`config.mk`:
```
export PLATFORM = sky130hd
export DESIGN_NAME = wb_cmd_master
export DESIGN_NICKNAME = d
export VERILOG_FILES = /design/src/rtl/wb_cmd_master.sv
export SDC_FILE = /design/constraint.sdc
export NUM_CORES = 1
export LEC_CHECK = 0
export CAP_MARGIN = 20
export CORE_UTILIZATION = 36
export DETAILED_ROUTE_END_ITERATION = 16
export PLACE_DENSITY = 0.85
export SYNTH_ARGS = -nofsm -noshare
export SYNTH_HDL_FRONTEND = slang
export SYNTH_SLANG_ARGS = --single-unit
export TNS_END_PERCENT = 50
```
`constraint.sdc`:
```
create_clock -name CLK -period 2.07 [get_ports CLK]
set_input_delay 0.3105 -clock CLK [delete_from_list [all_inputs] [get_ports CLK]]
set_output_delay 0.3105 -clock CLK [all_outputs]
set_load 0.005 [all_outputs]
```
`src/rtl/wb_cmd_master.sv`:
```
// Single-beat pipelined Wishbone initiator: command stream in, one bus cycle per command, response stream out.
// Optional statistics counters are built only when WB_CMD_MASTER_STATS_EN is defined.
module wb_cmd_master #(
    parameter int ADDR_WIDTH     = 32,
    parameter int DATA_WIDTH     = 8,
    parameter int TIMEOUT_CYCLES = 255,
    parameter int TO_CNT_WIDTH   = 8
) (
    input  logic                  CLK,
    input  logic                  RST,
    input  logic                  CMD_VALID,
    output logic                  CMD_READY,
    input  logic                  CMD_WE,
    input  logic [ADDR_WIDTH-1:0] CMD_ADDR,
    input  logic [DATA_WIDTH-1:0] CMD_WDATA,
    output logic                  RSP_VALID,
    input  logic                  RSP_READY,
    output logic [DATA_WIDTH-1:0] RSP_RDATA,
    output logic                  RSP_ERR,
    output logic                  RSP_TIMEOUT,
    output logic                  WB_CYC,
    output logic                  WB_STB,
    output logic                  WB_WE,
    output logic [ADDR_WIDTH-1:0] WB_ADDR,
    output logic [DATA_WIDTH-1:0] WB_WDATA,
    output logic                  WB_SEL,
    input  logic                  WB_STALL,
    input  logic                  WB_ACK,
    input  logic [DATA_WIDTH-1:0] WB_RDATA,
    input  logic                  WB_ERR,
    output logic [15:0]           STAT_XFERS,
    output logic [7:0]            STAT_ERRS,
    output logic [7:0]            STAT_TIMEOUTS
);

    typedef enum logic [1:0] {IDLE, REQ, WAIT, RESP} state_t;

    localparam logic TO_EN = (TIMEOUT_CYCLES > 0);
    localparam logic [TO_CNT_WIDTH-1:0] TO_LAST =
        TO_CNT_WIDTH'((TIMEOUT_CYCLES > 0) ? TIMEOUT_CYCLES - 1 : 0);

    state_t                  state_reg;
    logic [TO_CNT_WIDTH-1:0] to_cnt_reg;
    logic                    done;
    logic                    to_fire;

    // A termination only counts once the strobe has been accepted (REQ with no stall) or in WAIT.
    always_comb begin
        done    = 1'b0;
        to_fire = 1'b0;
        case (state_reg)
            REQ:     done = !WB_STALL && (WB_ACK || WB_ERR);
            WAIT:    done = WB_ACK || WB_ERR;
            default: done = 1'b0;
        endcase
        if ((state_reg == REQ || state_reg == WAIT) && !done)
            to_fire = TO_EN && (to_cnt_reg == TO_LAST);
    end

    always_ff @(posedge CLK) begin
        if (RST) begin
            state_reg   <= IDLE;
            to_cnt_reg  <= '0;
            CMD_READY   <= 1'b1;
            RSP_VALID   <= 1'b0;
            RSP_RDATA   <= '0;
            RSP_ERR     <= 1'b0;
            RSP_TIMEOUT <= 1'b0;
            WB_CYC      <= 1'b0;
            WB_STB      <= 1'b0;
            WB_WE       <= 1'b0;
            WB_ADDR     <= '0;
            WB_WDATA    <= '0;
            WB_SEL      <= 1'b0;
        end else begin
            case (state_reg)
                IDLE: begin
                    if (CMD_VALID) begin
                        WB_WE      <= CMD_WE;
                        WB_ADDR    <= CMD_ADDR;
                        WB_WDATA   <= CMD_WDATA;
                        WB_SEL     <= 1'b1;
                        WB_CYC     <= 1'b1;
                        WB_STB     <= 1'b1;
                        CMD_READY  <= 1'b0;
                        to_cnt_reg <= '0;
                        state_reg  <= REQ;
                    end
                end
                REQ, WAIT: begin
                    if (done || to_fire) begin
                        WB_CYC      <= 1'b0;
                        WB_STB      <= 1'b0;
                        RSP_VALID   <= 1'b1;
                        RSP_TIMEOUT <= to_fire;
                        RSP_ERR     <= to_fire || WB_ERR;
                        // Only a clean read ACK returns bus data; everything else reports zero.
                        RSP_RDATA   <= (done && !WB_ERR && !WB_WE) ? WB_RDATA : '0;
                        state_reg   <= RESP;
                    end else begin
                        to_cnt_reg <= to_cnt_reg + TO_CNT_WIDTH'(1);
                        if (state_reg == REQ && !WB_STALL) begin
                            WB_STB    <= 1'b0;
                            state_reg <= WAIT;
                        end
                    end
                end
                RESP: begin
                    if (RSP_READY) begin
                        RSP_VALID <= 1'b0;
                        CMD_READY <= 1'b1;
                        state_reg <= IDLE;
                    end
                end
                default: state_reg <= IDLE;
            endcase
        end
    end

`ifdef WB_CMD_MASTER_STATS_EN
    logic [15:0] xfers_reg;
    logic [7:0]  errs_reg;
    logic [7:0]  timeouts_reg;

    // Counters saturate so a long soak never wraps back to a misleading small value.
    always_ff @(posedge CLK) begin
        if (RST) begin
            xfers_reg    <= '0;
            errs_reg     <= '0;
            timeouts_reg <= '0;
        end else if (done || to_fire) begin
            if (xfers_reg != '1)
                xfers_reg <= xfers_reg + 16'd1;
            if (done && WB_ERR && errs_reg != '1)
                errs_reg <= errs_reg + 8'd1;
            if (to_fire && timeouts_reg != '1)
                timeouts_reg <= timeouts_reg + 8'd1;
        end
    end

    assign STAT_XFERS    = xfers_reg;
    assign STAT_ERRS     = errs_reg;
    assign STAT_TIMEOUTS = timeouts_reg;
`else
    assign STAT_XFERS    = '0;
    assign STAT_ERRS     = '0;
    assign STAT_TIMEOUTS = '0;
`endif

endmodule

```
Word level (Yosys, flattened, before mapping)
Index checks and enable logic that the tools add are counted.

Bits in registers: 66. Input port bits: 56. Output and inout port bits: 88. Word-level logic and storage cells: 72.

Add/subtract/negate cells: 1. Equal/unequal tests: 9. Muxes and demuxes: 23. Reductions and logical operators: 26.

Operator list (number): 8-bit 2-to-1 mux (3); 3-bit AND reduction (6); 8-bit one-hot mux with 2 select lines (1); 1-bit one-hot mux with 2 select lines (5); 1-bit 2-to-1 mux (9); 8-bit by 1-bit adder with 8-bit output (second input constant) (1); 8-bit == test (second input constant) (1); 2-bit 2-to-1 mux (4); 2-bit != test (second input constant) (4); 2-bit one-hot mux with 3 select lines (1); 2-bit nonzero test (3); 1-bit logical AND (5); 2-bit == test (second input constant) (2); 1-bit zero test (4); 1-bit logical OR (4); 2-bit AND reduction (2); 3-bit != test (second input constant) (1); 2-bit by 1-bit == test with 1-bit output (second input constant) (1); 2-bit zero test (1); 2-bit OR reduction (1).

Logic depth before layout (Yosys ltp)
Word-level depth: 9. Depth in mapped cells: 8. Depth with buffers taken out: 7.

Worst setup path after synthesis
Ideal clock, no wire load.

Path type: flip-flop to flip-flop. Start: register state_reg[0]. End: register to_cnt_reg[4]. Setup time: 0.070 ns. Data arrival time: 1.907 ns. Required time: 2.000 ns. Setup slack: 0.093 ns. Cell stages (with the launch flop): 9. Path buffers: 1. Clock period less this slack: 1.977 ns. Cell sequence: dfxtp_1 inv_1 ha_1 and4_1 and2_4 or2_1 buf_2 or3_1 a21oi_1.

Longest elaborated chain between the ends: 8. Elaborated cells between the ends (all ways): 15. Those cells by class: eq/ne (4); mux (3); reduce/logical (8).

RTL lines: start: declaration (line 42) `state_t state_reg;`; start signal: assignment (line 62) `state_reg <= IDLE;`; start signal: assignment (line 87) `state_reg <= REQ;`; start signal: assignment (line 99) `state_reg <= RESP;`; 2-bit == test or 2-bit by 1-bit == test with 1-bit output (tied branches) (line 51, 56, 76); 1-bit one-hot mux with 2 select lines (line 51) `case (state_reg)`; 1-bit zero test (line 56) `if ((state_reg == REQ || state_reg == WAIT) && !done)`; 1-bit logical AND (line 56); 1-bit 2-to-1 mux (line 56); 1-bit logical OR (line 91) `if (done || to_fire) begin`; 2-bit != test (no line); 3-bit AND reduction (no line); end signal: assignment (line 101) `to_cnt_reg <= to_cnt_reg + TO_CNT_WIDTH'(1);`; end: declaration (line 43) `logic [TO_CNT_WIDTH-1:0] to_cnt_reg;`.

Several ways; a longest one is shown, not always the timed one. A chain may end at the register's enable or synchronous reset.

Final worst setup path
Start: register state_reg[1]. End: register to_cnt_reg[4].

The elaborated chain is that of the path after synthesis.

==> metrics.md <==
| Metric | Value |
|---|---|
| PortBufs | 111 |
| Final Hold Viols | 0 |
| Pwr dens | 994 nW/µm² |
| Routed vias/inst | 4.72 |
| Max reg flops | 32 |
| Uppermost layer routed | met4 |
| Status | complete, no violations |
| Post-synthesis sequential area ratio | 47.1% |
| H-tree depth | 3 |
| List of most frequent post-synthesis cells | nand2_1 (92), dfxtp_1 (66), a21oi_1 (50), buf_4 (32), clkbuf_1 (14) |
| Crit path DAT | 2.23 ns |
| Pins Over Slew Limit | 0 |
| Synth async-reset ratio | 0% |
| Final setup TNS | 0 ns |
| Reg with most FFs | WB_ADDR |
| Synth Area in Compound Gates | 16.0% |
| CP max FO | 14 |
| Via count | 2,627 |
| First-pass GRT wire length | 11,500 µm |
| Simple-gate share of the synthesized area | 20.9% |
| Antenna cells | 0 |
| Vias in the first global route | 2,545 |
| Hold WC Path Type | in2reg |
| Iteration-0 DRC Markers | 110 |
| Post-cts sizing count | 0 |
| Largest net degree at the start of global routing | 43 |
| FF+latch count, synth | 66 |
| Met3 wire length | 494 µm |
| Tcrit/Tclk final | 94.8% |
| Row cnt | 31 |
| DRC | 0 |
| Cells after Synth | 339 |
| Yosys cell types | 44 |
| Mux share of post-synthesis cell area | 0.758% |
| Adder-Cell Fraction of Synth Area | 2.68% |
| Wl on met1 | 2940 µm |
| DIE WIDTH | 90.3 µm |
| Root buf cell | clkbuf_8 |
| DRT antenna net count | 0 |
| CTS tree | done |
| P&R area growth vs syn | 46.0% |
| Max Clk Rate | 0.510 GHz |
| Max VDD drop | 0.459 mV |
| Initial Util | 37.9% |
| Postcts setup bufs | 0 |
| I/O Pins | 144 |
| DR pass1 iterations | 4 |
| Gr ovfl total | 0 |
| Worst-Skew Late Latency | 0.33 ns |
| Clk sinks | 66 |
| Ranking of synthesized cells by area | dfxtp_1 (47%), nand2_1 (12%), a21oi_1 (8.9%) |
| Max Cap Viol | 0 |
| Clock buffer depth | 2 |
| RSZ-0062 raised after global routing | no |
| Kind of critical path | reg2reg |
| Worst setup SP type | flip-flop |
| Power, Total | 4.07 mW |
| Final Critical Period | 1.96 ns |
| Synth area leader | dfxtp_1 |
| Chip Height | 90.3 µm |
| Drt total wl | 7020 µm |
| Netlist Area Pre-Place | 2810 µm² |
| Synth top area share | 47.1% |
| Hpwl dp | 5060 µm |
| Final setup fails | 0 |
| CTS clock-pin slew for the worst setup and hold paths | 0.07 ns |
| Yosys warnings | 0 |
| Core area | 7410 µm² |
| Full die area | 8150 µm² |
| GRT Total Usage | 17.5% |
| Clk_skew | 0.00442 ns |
| Post-Synth XOR/XNOR Area | 0.624% |
| Mean post-synth cell area | 8.27 µm² |
| GPL Wtd Cong | 0.925 |
| CTS Hold Bufs | 0 |
| Share of cells above drive strength 1 | 7.22% |
| CTS buffer count | 9 |
| Leak pwr | 1.62 nW |
| Synth Flop Type | dfxtp_1 |
| Largest family of logic cells by synthesized area | simple AND/OR/NAND/NOR gates |
| WL/cell | 12.6 µm |
| Routed wl met2 | 3380 µm |
| Top-count cell post-synth | nand2_1 |
| Post-synth EDFFs | 0 |
| Final #Nets | 515 |
| Worst endpoint required time | 2.34 ns |
| CP endpoint kind | flip-flop |
| Antenna violations before repair | 0 |
[per-layer routing]
metal  vias up  track usage (%)
met5         -                0
met4         0             10.6
met3        18             4.80
met2       111             29.7
met1      1198             19.6
li1       1300                -
[worst max-delay path: stages, from the launching register on]
cell,delay [ns]
dfxtp_1,0.38
inv_1,0.08
ha_1,0.30
buf_4,0.19
o221a_2,0.18
or2_4,0.28
or3_1,0.34
a21oi_1,0.13
[placed cells by master, fill, tap and decap left out, drive strengths merged, types with 6 or more instances in the layout]
cell | synthesis | routed
a21oi | 50 | 50
conb | 1 | 32
nand2 | 92 | 92
dfxtp | 66 | 66
ha | 6 | 6
nor2 | 10 | 10
clkdlybuf4s50 | 0 | 110
a22o | 8 | 8
inv | 7 | 7
clkbuf | 14 | 11
o21ai | 7 | 7
buf | 35 | 11
nor3 | 6 | 6
[stage by stage]
step / std cells / hold WS [ns] / setup slack (ns) / utilization (%) / cell area (µm²)
floorplan: 370 / 0.443 / 0.0925 / - / 2920
global placement: 541 / 0.440 / 0.0298 / 53.1 / 3930
detailed placement: 541 / 0.446 / 0.0114 / 53.1 / 3930
CTS: 556 / 0.317 / 0.0342 / 55.1 / 4080
global route: 556 / 0.341 / 0.0209 / 55.3 / 4100
finish: 556 / 0.323 / 0.108 / 55.3 / 4100
[power by group]
part	internal, mW	switching, mW
logic	0.779	0.817
registers	1.48	0.122
clock network	0.420	0.456
[area by class of cell]
cell class              instances  area [µm²]
well taps                      99         124
fillers                       681        3310
inverters                       7        26.3
clock buffers                  11         131
repair buffers                121        1190
flip-flops and latches         66        1320
multi-input cells             248        1280
clock inverters                 4        20.0
[kinds of logic (layout without fill, tap and decap cells)]
family | Yosys count | in the layout
flops | 66 | 66
buf+inv | 56 | 143
compound gates | 76 | 76
simple gates | 130 | 130
xor+xnor | 2 | 2
mux | 2 | 2
other cells | 1 | 32
fa+ha+maj | 6 | 6
[path summary, 6_finish.rpt]
path / slack (ns) / cells after the start / end / start
max: 0.11 / 7 / to_cnt_reg[4]$_SDFFE_PP0P_ / state_reg[1]$_SDFFE_PP0P_
min: 0.32 / 2 / to_cnt_reg[1]$_SDFFE_PP0P_ / RST
max reg2reg: 0.11 / 7 / to_cnt_reg[4]$_SDFFE_PP0P_ / state_reg[1]$_SDFFE_PP0P_
min reg2reg: 0.45 / 2 / WB_WDATA[0]$_SDFFE_PP0P_ / WB_WDATA[0]$_SDFFE_PP0P_
No activity file was read; power rests on OpenSTA's default activity.
